**config.mk**
```make
export PLATFORM = sky130hd
export DESIGN_NAME = pc_unit
export DESIGN_NICKNAME = d
export VERILOG_FILES = /design/src/rtl/pc_unit_pkg.sv /design/src/rtl/pc_unit_next_mux.sv /design/src/rtl/pc_unit.sv
export SDC_FILE = /design/constraint.sdc
export NUM_CORES = 1
export LEC_CHECK = 0
export CAP_MARGIN = 20
export CORE_ASPECT_RATIO = 0.7
export CORE_MARGIN = 4
export CORE_UTILIZATION = 43
export DETAILED_ROUTE_END_ITERATION = 12
export HOLD_SLACK_MARGIN = 0.06
export PLACE_DENSITY_LB_ADDON = 0.2
export SLEW_MARGIN = 20
export SYNTH_ARGS = -nofsm -noshare
export SYNTH_HDL_FRONTEND = slang
export SYNTH_SLANG_ARGS = --single-unit
```
**constraint.sdc**
```tcl
create_clock -name clk -period 4.5 [get_ports clk]
set_input_delay 0.9 -clock clk [delete_from_list [all_inputs] [get_ports clk]]
set_output_delay 0.9 -clock clk [all_outputs]
set_load 0.03 [all_outputs]
```
**src/rtl/pc_unit_pkg.sv**
```systemverilog
// Shared constants for the program-counter unit: zero word and FSM state encodings.
package pc_unit_pkg;

   localparam int STATE_W = 2;
   localparam logic [63:0] WORD_ZERO = 64'd0;

   typedef enum logic [STATE_W-1:0] {
      PC_BOOT = 2'd0,
      PC_RUN  = 2'd1,
      PC_HALT = 2'd2
   } pc_state_e;

endpackage

```
**src/rtl/pc_unit_next_mux.sv**
```systemverilog
// Combinational next-PC priority select: jr > jmp > br_taken > sequential.
module pc_next_mux #(
   parameter int WIDTH = 32
) (
   input  logic [WIDTH-1:0] pc_plus_i,
   input  logic             br_taken_i,
   input  logic [WIDTH-1:0] br_target_i,
   input  logic             jmp_i,
   input  logic [WIDTH-1:0] jmp_target_i,
   input  logic             jr_i,
   input  logic [WIDTH-1:0] jr_target_i,
   output logic [WIDTH-1:0] next_pc_o,
   output logic             redirect_o
);

   always_comb begin
      next_pc_o  = pc_plus_i;
      redirect_o = 1'b1;
      if (jr_i) begin
         next_pc_o = jr_target_i;
      end else if (jmp_i) begin
         next_pc_o = jmp_target_i;
      end else if (br_taken_i) begin
         next_pc_o = br_target_i;
      end else begin
         redirect_o = 1'b0;
      end
   end

endmodule

```
**src/rtl/pc_unit.sv**
```systemverilog
// Program counter with BOOT/RUN/HALT control, redirect flush and stall.
// Optional target alignment check enabled by PC_ALIGN_CHECK_EN.
module pc_unit
   import pc_unit_pkg::*;
#(
   parameter int               WIDTH        = 32,
   parameter logic [WIDTH-1:0] RESET_VECTOR = '0,
   parameter int               INC          = 4
) (
   input  logic             clk,
   input  logic             rst,
   input  logic             stall,
   input  logic             halt_req,
   input  logic             resume,
   input  logic             br_taken,
   input  logic [WIDTH-1:0] br_target,
   input  logic             jmp,
   input  logic [WIDTH-1:0] jmp_target,
   input  logic             jr,
   input  logic [WIDTH-1:0] jr_target,
   output logic [WIDTH-1:0] pc,
   output logic [WIDTH-1:0] pc_plus,
   output logic             pc_valid,
   output logic             flush,
   output logic [1:0]       state,
   output logic             misalign
);

   localparam logic [WIDTH-1:0] ALIGN_MASK = WIDTH'(INC - 1);

   pc_state_e        state_q, state_d;
   logic [WIDTH-1:0] pc_q, pc_d;
   logic             valid_q, valid_d;
   logic             flush_q, flush_d;
   logic             misalign_q, misalign_d;
   logic [WIDTH-1:0] mux_pc;
   logic             redirect;
   logic             target_bad;

   assign pc_plus = pc_q + WIDTH'(INC);

   pc_next_mux #(.WIDTH(WIDTH)) u_next_mux (
      .pc_plus_i    (pc_plus),
      .br_taken_i   (br_taken),
      .br_target_i  (br_target),
      .jmp_i        (jmp),
      .jmp_target_i (jmp_target),
      .jr_i         (jr),
      .jr_target_i  (jr_target),
      .next_pc_o    (mux_pc),
      .redirect_o   (redirect)
   );

`ifdef PC_ALIGN_CHECK_EN
   // A mask of zero (INC=1) makes every target acceptable.
   assign target_bad = redirect && ((mux_pc & ALIGN_MASK) != WORD_ZERO[WIDTH-1:0]);
`else
   assign target_bad = 1'b0;
`endif

   always_comb begin
      state_d    = state_q;
      pc_d       = pc_q;
      flush_d    = 1'b0;
      misalign_d = 1'b0;
      case (state_q)
         PC_BOOT: state_d = PC_RUN;
         PC_RUN: begin
            if (target_bad) begin
               misalign_d = 1'b1;
               state_d    = PC_HALT;
            end else if (redirect) begin
               // Redirects win over both stall and halt entry.
               pc_d    = mux_pc;
               flush_d = 1'b1;
               if (halt_req) state_d = PC_HALT;
            end else if (halt_req) begin
               state_d = PC_HALT;
            end else if (!stall) begin
               pc_d = pc_plus;
            end
         end
         PC_HALT: begin
            if (resume && !halt_req) state_d = PC_RUN;
         end
         default: begin
            state_d = PC_BOOT;
            pc_d    = RESET_VECTOR;
         end
      endcase
      valid_d = (state_d == PC_RUN);
   end

   always_ff @(posedge clk or posedge rst) begin
      if (rst) begin
         state_q    <= PC_BOOT;
         pc_q       <= RESET_VECTOR;
         valid_q    <= 1'b0;
         flush_q    <= 1'b0;
         misalign_q <= 1'b0;
      end else begin
         state_q    <= state_d;
         pc_q       <= pc_d;
         valid_q    <= valid_d;
         flush_q    <= flush_d;
         misalign_q <= misalign_d;
      end
   end

   assign pc       = pc_q;
   assign pc_valid = valid_q;
   assign flush    = flush_q;
   assign state    = state_q;
   assign misalign = misalign_q;

endmodule

```
==> results by group, run 1 <==
Critical path
  – Worst endpoint required time: 3.60 ns
  – Top cell by count, worst path: and3_1
  – Crit start category: flop
  – Max incr delay on CP: 0.69 ns
  – Critical path cell sequence: ha_1 -> and3_1 -> and3_1 -> and2_0 -> nand2_1 -> xnor2_1 -> clkdlybuf4s50_1
  – Critical path's top delay family: simple AND/OR/NAND/NOR gates
  – CP bufs+invs: 1
  – Worst Path Arrival: 3.14 ns
  – Worst reg2reg setup slack: 2.02 ns
  – Crit. End Element: output port
  – Slowest cell on crit path: clkdlybuf4s50_1
  – Crit Path Class: flop to output port
  – Max FO, Critical Path: 10

Final layout
  – Final std cells w/o fill: 651
  – Antenna diodes: 0
  – Fillcell total: 590
  – Post-layout nets: 661
  – Share of cells above drive strength 1: 4.847%
  – Design area: 4951 µm²
  – Syn-to-layout area delta: 59.04%

Floorplan
  – Placeable Area: 6882 µm²
  – Die X: 109.7 µm
  – I/O pin cnt: 173
  – Initial core utilization: 45.24%
  – Die area: 8686 µm²
  – Die height: 79.19 µm
  – Row Count: 25

Detailed routing
  – Avg WL per Cell: 20.41 µm
  – Routed WL: 13290 µm
  – DRT Pass-1 Iters: 5
  – Vias per std cell: 6.250
  – Detailed router's first-iteration violation count: 439
  – Final antenna-violating net count: 0
  – DRC: 0
  – Vias: 4069

Timing
  – Count of final setup violators: 0
  – Crit path time final: 4.039 ns
  – Slew Viols, Final: 0
  – Max transition margin: 22.12%
  – Worst slew pin tran: 1.166 ns
  – Total negative slack: 0 ns
  – Post-Route Skew: 0.003091 ns
  – Final cycle utilization of the critical path: 89.75%
  – Final Hold Fails: 0
  – RSZ-0062 raised after global routing: false
  – Fmax: 247.6 MHz

Synth
  – Prevailing post-synth register cell: dfrtp_1
  – Syn avg cell area: 7.802 µm²
  – Ys async rst share: 100.0%
  – Post-Syn Nets: 504
  – Distinct cells, synth: 63
  – Number of synthesized flops with an enable pin: 0
  – Flops & latches, synth: 36
  – Mapped Cells: 399
  – Post-synthesis cell area: 3113 µm²
  – Ys Warns: 0
  – Post-synthesis sequential area ratio: 28.94%

CTS
  – Num Clock Sinks: 36
  – TritonCTS buffer count: 5
  – Clock transition at path regs: 0.08 ns
  – CTS Hold Bufs: 0
  – Postcts setup bufs: 0
  – Worst-Skew Late Latency: 0.29 ns
  – CTS tree: yes
  – CTS H-tree lvls: 2
  – CTS resizes: 0
  – Clock tree buffer depth: 2
  – Root Buffer: clkbuf_8

Placement
  – Gpl congestion: 0.9268
  – Post-Place Cell Area: 4861 µm²
  – Placed Instances: 643
  – Port buffer count: 171
  – DP HPWL: 9970 µm

Worst hold path
  – Hold Crit Class: flop to flop

GRT
  – GRT overflow: 0
  – First-pass GRT wire length: 20310 µm
  – Largest net degree at the start of global routing: 59
  – Antenna violations before repair: 0
  – Number of global-route vias before repair: 3988
  – Total GRT Usage: 29.81%

Power and ir drop
  – Leakage: 1.972 nW
  – Total power: 3.061 mW
  – Peak supply drop: 0.0004427 V
  – Power Dens Cells: 618.3 nW/µm²

Run
  – Max-Cap Viols: 0

Run status
  – Outcome: finished, final reports clean
[stage by stage]
stage	hold slack [ns]	utilization [%]	worst slack, ns
3_5_place_dp	0.4936	70.64	0.8718
6_report	0.5060	71.95	0.4612
2_1_floorplan	0.6644	-	1.299
4_1_cts	0.5104	71.95	0.5342
5_1_grt	0.5777	71.95	0.3184
3_3_place_gp	0.4917	70.64	0.9256
[flip-flops by register name, indices dropped and copies added (netlist names)]
| signal | cells |
|---|---|
| pc_valid | 1 |
| pc | 32 |
| flush | 1 |
| state | 2 |
[logic make-up after synthesis]
kind of cell,after synthesis,share of synthesized area (%)
other cells,1,0.1205
simple gates,138,23.23
compound gates,145,31.51
mux,3,0.9647
xor+xnor,28,7.878
buf+inv,47,6.953
flops,36,28.94
fa+ha+maj,1,0.4019
[cell usage after synthesis, types with 3 or more instances]
master	instances	area, µm²
nor2b_1	5	31.28
a31oi_1	4	25.02
mux2i_1	3	30.03
a22oi_1	5	37.54
o22ai_1	20	125.1
a22o_1	3	26.28
inv_1	14	52.55
o2bb2ai_1	3	26.28
and2_1	5	31.28
o21ai_0	44	220.2
o31ai_1	4	30.03
nor4_1	4	25.02
nand4_1	13	81.33
xnor2_1	19	166.4
clkbuf_1	15	56.30
xor2_1	9	78.83
nand2_1	44	165.2
dfrtp_1	36	900.9
nand3_1	13	65.06
and3_1	11	68.82
a221o_1	5	50.05
nor3_1	5	25.02
nor3b_1	4	30.03
buf_4	4	30.03
nand2b_1	3	18.77
a2bb2oi_1	3	26.28
buf_2	8	40.04
and4_1	4	35.03
a221oi_1	7	61.31
a21oi_1	20	100.1
nor2_1	19	71.32
o2111ai_1	3	26.28
[worst reg2reg max path, cell delays in order (launching register included)]
cell and delay [ns]:
dfrtp_1 0.59, nand2b_1 0.46, nor2_1 0.19, a21oi_2 0.69, o21ai_0 0.26, o2bb2ai_1 0.18
[cell usage in the layout (no fill, tap or decap), types with 5 or more instances in the layout]
master,instances
a221o_1,5
xnor2_1,19
dfrtp_1,36
inv_1,14
nor2_1,19
nand2_1,44
nor2b_1,5
xor2_1,9
o21ai_0,44
a21oi_1,20
nand3_1,13
clkbuf_8,6
and2_1,5
a22oi_1,5
a221oi_1,7
o22ai_1,20
nand4_1,13
and3_1,11
clkdlybuf4s50_1,170
buf_4,10
[path summary, 6_finish.rpt]
path	startpoint	endpoint	cells past startpoint
min in group asynchronous	rst	pc[8]	3
worst max-delay path	pc[2]	pc_plus[24]	7
worst min register to register	pc[1]	pc[1]	2
worst min-delay path	pc[1]	pc[1]	2
max in group asynchronous	rst	pc[17]	3
worst max register to register	state[0]	pc[15]	5
[per-layer routing]
| layer | track usage (%) | wire (µm) | up-vias |
|---|---|---|---|
| met3 | 8.367 | 1656 | 37 |
| met5 | 0 | 0 | - |
| met2 | 47.50 | 5978 | 286 |
| li1 | - | - | 1809 |
| met1 | 39.57 | 5359 | 1937 |
| met4 | 8.095 | 295 | 0 |
[cell type report]
class                      instances  area (µm²)  area share (%)
clock buffer                       8       90.09           1.820
inverter                          16       60.06           1.213
multi-input combinational        316        2001           40.41
sequential                        36       900.9           18.20
tap                               94       117.6           2.376
timing repair buffer             181        1782           35.99
[power by group]
part	total (mW)	leakage, nW	internal [mW]	switching (mW)
logic	2.06	1.48	0.863	1.20
clock network	0.251	0.0455	0.125	0.126
registers	0.750	0.451	0.474	0.276
No activity file was read; power rests on OpenSTA's default activity.
==> run 2: changes to the inputs <==
Settings changed: CORE_MARGIN 4 to not set.
==> results by group, run 2 (same netlist as run 1, synthesis figures left out) <==
Placement
  – Placed Instances: 644 (+0.16%)
  – Gpl congestion: 0.8865 (-4.3%)
  – Port buffer count: 171 (unchanged)
  – DP HPWL: 9423 µm (-5.5%)

Worst hold path
  – Hold Crit Class: flop to flop

CTS
  – TritonCTS buffer count: 5 (unchanged)
  – CTS resizes: 0 (unchanged)
  – Worst-Skew Late Latency: 0.29 ns (about the same)
  – CTS H-tree lvls: 2 (unchanged)
  – Root Buffer: clkbuf_8
  – Postcts setup bufs: 0 (unchanged)
  – CTS Hold Bufs: 0 (unchanged)
  – Num Clock Sinks: 36 (unchanged)
  – Clock tree buffer depth: 2 (unchanged)
  – CTS tree: yes
  – Clock transition at path regs: 0.08 ns (about the same)

Final layout
  – Max reg flops: 32 (unchanged)
  – Antenna diodes: 0 (unchanged)
  – Final std cells w/o fill: 652 (+0.15%)
  – FF+latch area: 900.9 µm² (unchanged)
  – Syn-to-layout area delta: 59.36%
  – Share of cells above drive strength 1: 5.376% (+0.53 points)
  – Most common library cell in the layout ignoring fill and taps: clkdlybuf4s50_1
  – Most frequent cells in the layout: clkdlybuf4s50_1 (170), nand2_1 (44), o21ai_0 (44)
  – Post-layout util: 72.09% (+0.15 points)
  – Area of the multi-input gates: 2001 µm² (unchanged)
  – Post-layout nets: 662 (+0.15%)
  – Fillcell total: 567 (-3.9%)

Critical path
  – Worst Path Arrival: 3.11 ns (-0.03 ns)
  – Critical path cell sequence: ha_1 -> and3_1 -> and3_1 -> and2_0 -> nand2_1 -> xnor2_1 -> clkdlybuf4s50_1
  – Worst endpoint required time: 3.60 ns (about the same)
  – Crit Path Class: flop to output port
  – Slowest cell on crit path: clkdlybuf4s50_1
  – Max incr delay on CP: 0.69 ns (about the same)
  – Crit. End Element: output port
  – Crit start category: flop
  – Max FO, Critical Path: 10 (unchanged)
  – Top cell by count, worst path: and3_1

GRT
  – First-pass GRT wire length: 19850 µm (-2.3%)
  – Antenna violations before repair: 0 (unchanged)
  – GRT overflow: 0 (unchanged)
  – Number of global-route vias before repair: 3792 (-4.9%)
  – Largest net degree at the start of global routing: 59 (unchanged)
  – Total GRT Usage: 33.72% (+3.9 points)

Timing
  – Count of final setup violators: 0 (unchanged)
  – Post-Route Skew: 0.004607 ns (+0.001517 ns)
  – Worst slew pin tran: 0.8816 ns (-0.2842 ns)
  – RSZ-0062 raised after global routing: false
  – Total negative slack: 0 ns (unchanged)
  – Final Hold Fails: 0 (unchanged)
  – Max transition margin: 41.23% (+19 points)
  – Fmax: 249.5 MHz (+0.75%)
  – Crit path time final: 4.009 ns (-0.03008 ns)
  – Final cycle utilization of the critical path: 89.08% (-0.67 points)
  – Slew Viols, Final: 0 (unchanged)

Detailed routing
  – Vias per std cell: 6.140 (-1.8%)
  – DRT Pass-1 Iters: 5 (unchanged)
  – DRC: 0 (unchanged)
  – Avg WL per Cell: 19.66 µm (-3.7%)
  – Detailed router's first-iteration violation count: 338 (-23%)
  – Vias: 4003 (-1.6%)
  – Routed WL: 12820 µm (-3.5%)
  – Final antenna-violating net count: 0 (unchanged)

Run status
  – Outcome: finished, final reports clean

Power and ir drop
  – Combinational share of power: 66.9% (-0.4 points)
  – Power Dens Cells: 616.8 nW/µm² (-0.23%)
  – Psw: 1.595 mW (-0.22%)
  – Share of power burned in registers: 24.8% (+0.3 points)
  – Peak supply drop: 0.0003795 V (-14%)
  – Leakage: 1.983 nW (+0.56%)
  – Clock power frac: 8.3% (about the same)
  – Pint: 1.465 mW (+0.18%)
  – Sw Ratio: 52.13% (-0.099 points)

Floorplan
  – Die area: 7589 µm² (-13%)
  – Die X: 103.7 µm (-5.5%)
  – I/O pin cnt: 173 (unchanged)
  – Row Count: 25 (unchanged)
  – Die height: 73.19 µm (-7.6%)
  – Placeable Area: 6882 µm² (unchanged)
  – Initial core utilization: 45.24% (unchanged)

Run
  – Max-Cap Viols: 0 (unchanged)
-- run 2: changes by cell type in the layout (fill, tap and decap cells not counted) --
| cell | before | now |
|---|---|---|
| buf_4 | 10 | 11 |
| clkinv_2 | 0 | 2 |
| clkbuf_1 | 2 | 0 |
-- run 2: cell type report --
class | count | share of cell area (%)
clock inverters | 2 | 0.2018
flip-flops and latches | 36 | 18.16
inverters | 16 | 1.211
multi-input cells | 316 | 40.33
well taps | 94 | 2.371
clock buffers | 6 | 1.665
repair buffers | 182 | 36.07
-- run 2: through the flow --
stage	setup slack [ns]	power [mW]	hold WS [ns]	area, µm²
3_5_place_dp	0.8630	2.781	0.5050	4868
2_1_floorplan	1.299	1.889	0.6644	3113
3_3_place_gp	0.9528	2.739	0.4915	4868
5_1_grt	0.3288	3.195	0.5509	4961
6_report	0.4913	3.060	0.5162	4961
4_1_cts	0.5359	3.039	0.5234	4961
-- run 2: metal layers --
layer / up-vias / share of wire, % / GRT usage, %
met1: 1890 / 43 / 46.55
met4: 0 / 1.4 / 9.048
met5: - / 0 / 0
met3: 18 / 11 / 7.589
met2: 287 / 44 / 53.69
li1: 1808 / - / -
-- run 2: worst max-delay path: cells and delay by family, from the launching register on --
kind / cells / cell delay, ns
xor gates and xnor gates: 1 / 0.15
and+or+nand+nor: 4 / 1.20
DFF: 1 / 0.49
buffers and inverters: 1 / 0.69
adders and majority gates: 1 / 0.29
-- run 2: path summary, 6_finish.rpt --
kind,to,slack [ns],depth (start not counted),start
max in group asynchronous,pc[17],3.10,3,rst
max,pc_plus[24],0.49,7,pc[2]
min,pc[0],0.52,2,pc[0]
min reg2reg,pc[0],0.52,2,pc[0]
min in group asynchronous,pc[13],1.02,3,rst
max reg2reg,pc[30],2.09,5,state[0]
-- run 2: power by group through the flow --
stage	registers [mW]	clock network (mW)	logic [mW]
floorplan	0.959	0	0.930
global placement	0.733	0	2.01
detailed placement	0.753	0	2.03
CTS	0.749	0.251	2.04
global route	0.789	0.265	2.14
finish	0.758	0.253	2.05
==> run 3: changes to the inputs <==
Settings changed: CORE_MARGIN set to 2.
==> results by group, run 3 (same netlist as run 1, synthesis figures left out) <==
Timing
  – Total negative slack: 0 ns (unchanged)
  – Count of final setup violators: 0 (unchanged)
  – Final Hold Fails: 0 (unchanged)
  – Max transition margin: 40.43% (-0.80 points)
  – Post-Route Skew: 0.008356 ns (+0.003749 ns)
  – Crit path time final: 4.015 ns (+0.006753 ns)
  – Worst slew pin tran: 0.8936 ns (+0.01202 ns)
  – Slew Viols, Final: 0 (unchanged)
  – Fmax: 249.0 MHz (-0.17%)
  – Final cycle utilization of the critical path: 89.23% (+0.15 points)
  – RSZ-0062 raised after global routing: false

GRT
  – Number of global-route vias before repair: 3850 (+1.5%)
  – Largest net degree at the start of global routing: 59 (unchanged)
  – GRT overflow: 0 (unchanged)
  – GR peak layer: met2
  – First-pass GRT wire length: 20370 µm (+2.6%)
  – Met1 Track Usage GR: 45.88% (-0.67 points)
  – Met2 usage: 50.90% (-2.8 points)
  – Met3 Use GR: 10.13% (+2.5 points)
  – Antenna violations before repair: 0 (unchanged)
  – Total GRT Usage: 33.24% (-0.48 points)

Worst hold path
  – Hold Crit Class: flop to flop
  – Worst Hold End: pc[0]
  – Worst hold path depth: 2 (unchanged)
  – Hold Crit Start: pc[0]

Run status
  – Outcome: finished, final reports clean

Placement
  – Gpl congestion: 0.9217 (+4.0%)
  – DP HPWL: 9937 µm (+5.5%)
  – Port buffer count: 171 (unchanged)
  – Placed Instances: 647 (+0.47%)

Power and ir drop
  – Psw: 1.601 mW (+0.34%)
  – Leakage: 1.991 nW (+0.42%)
  – Clock power frac: 8.0% (-0.3 points)
  – Peak supply drop: 0.0004710 V (+24%)
  – Sw Ratio: 52.04% (-0.098 points)
  – Power Dens Cells: 617.6 nW/µm² (+0.12%)
  – Share of power burned in registers: 24.3% (-0.5 points)
  – Combinational share of power: 67.7% (+0.8 points)
  – Pint: 1.476 mW (+0.74%)

Final layout
  – Syn-to-layout area delta: 60.01%
  – Final std cells w/o fill: 655 (+0.46%)
  – Post-layout nets: 665 (+0.45%)
  – Antenna diodes: 0 (unchanged)
  – Most common library cell in the layout ignoring fill and taps: clkdlybuf4s50_1
  – Max reg flops: 32 (unchanged)
  – Share of cells above drive strength 1: 5.526% (+0.15 points)
  – Most frequent cells in the layout: clkdlybuf4s50_1 (170), nand2_1 (44), o21ai_0 (44)

Detailed routing
  – Vias per std cell: 6.191 (+0.84%)
  – DRC: 0 (unchanged)
  – Detailed router's first-iteration violation count: 351 (+3.8%)
  – Avg WL per Cell: 20.35 µm (+3.5%)
  – DRT Pass-1 Iters: 5 (unchanged)
  – Final antenna-violating net count: 0 (unchanged)
  – Vias: 4055 (+1.3%)
  – Routed WL: 13330 µm (+3.9%)

Floorplan
  – Placeable Area: 6882 µm² (unchanged)
  – Die height: 75.19 µm (+2.7%)
  – Die area: 7947 µm² (+4.7%)
  – I/O pin cnt: 173 (unchanged)
  – Initial core utilization: 45.24% (unchanged)
  – Row Count: 25 (unchanged)
  – Die X: 105.7 µm (+1.9%)

Critical path
  – Reg-to-Reg End: pc[30]
  – Max FO, Critical Path: 10 (unchanged)
  – Critical R2R Launch: state[1]
  – Crit. End Element: output port
  – Max incr delay on CP: 0.68 ns (about the same)
  – Worst endpoint required time: 3.60 ns (about the same)
  – Worst Path Arrival: 3.12 ns (about the same)
  – Critical path cell sequence: ha_1 -> and3_1 -> and3_1 -> and2_0 -> nand2_1 -> xnor2_1 -> clkdlybuf4s50_1
  – Crit start category: flop
  – Slowest cell on crit path: clkdlybuf4s50_1
  – Crit Path Class: flop to output port
  – Worst reg2reg setup slack: 2.11 ns (+0.02 ns)
  – Top cell by count, worst path: and3_1
  – Cells on worst reg2reg path: 5 (unchanged)

CTS
  – TritonCTS buffer count: 5 (unchanged)
  – CTS H-tree lvls: 2 (unchanged)
  – Worst-Skew Late Latency: 0.29 ns (about the same)
  – CTS resizes: 0 (unchanged)
  – Root Buffer: clkbuf_8
  – Postcts setup bufs: 0 (unchanged)
  – Num Clock Sinks: 36 (unchanged)
  – CTS tree: yes
  – Clock tree buffer depth: 2 (unchanged)
  – Clock transition at path regs: 0.07 ns (about the same)
  – CTS Hold Bufs: 0 (unchanged)

Run
  – Max-Cap Viols: 0 (unchanged)
[run 3: changes by cell type in the layout (fill, tap and decap cells not counted), sizes merged]
cell / previous run / this run
clkinv: 4 / 2
buf: 12 / 15
clkbuf: 6 / 8
[run 3: layout make-up]
class                      count  area [µm²]
clock buffer                   8       90.09
fill                         558        1901
inverter                      16       60.06
multi-input combinational    316        2001
sequential                    36       900.9
tap                           94       117.6
timing repair buffer         185        1812
[run 3: power by group through the flow]
stage	Clock, mW	Sequential (mW)	Combinational, mW
2_1_floorplan	0	0.959	0.930
3_3_place_gp	0	0.726	2.04
3_5_place_dp	0	0.741	2.05
4_1_cts	0.245	0.736	2.07
5_1_grt	0.260	0.774	2.18
6_report	0.246	0.748	2.08
[run 3: metrics by stage]
stage	power (mW)	area (µm²)	util [%]	hold WS [ns]	setup slack [ns]
final	3.076	4981	72.38	0.5182	0.4845
after global routing	3.217	4981	72.38	0.5782	0.3121
after CTS	3.048	4981	72.38	0.5254	0.5198
after detailed placement	2.796	4891	71.07	0.5101	0.8270
after global placement	2.762	4891	71.07	0.4904	0.9165
after floorplan	1.889	3113	-	0.6644	1.299
[run 3: worst max-delay path by stage]
stage	cells past startpoint	endpoint	from	slack, ns
2_1_floorplan	8	pc_plus[24]	pc[2]	1.30
3_3_place_gp	7	pc_plus[24]	pc[2]	0.92
3_5_place_dp	7	pc_plus[24]	pc[2]	0.83
4_1_cts	7	pc_plus[24]	pc[2]	0.52
5_1_grt	7	pc_plus[24]	pc[2]	0.31
6_report	7	pc_plus[24]	pc[2]	0.48
[run 3: per-layer routing]
| layer | part of all wire [%] | routed length [µm] |
|---|---|---|
| met1 | 42 | 5632 |
| met5 | 0 | 0 |
| met3 | 13 | 1691 |
| met4 | 1.9 | 258 |
| met2 | 43 | 5745 |
[run 3: worst max-delay path, delay by kind of cell, from the launching register on]
| kind | cells | cell delay (ns) |
|---|---|---|
| adder cells (fa/ha/maj) | 1 | 0.28 |
| buffers and inverters | 1 | 0.68 |
| AND/OR/NAND/NOR | 4 | 1.26 |
| XOR/XNOR | 1 | 0.15 |
| flip-flops | 1 | 0.47 |
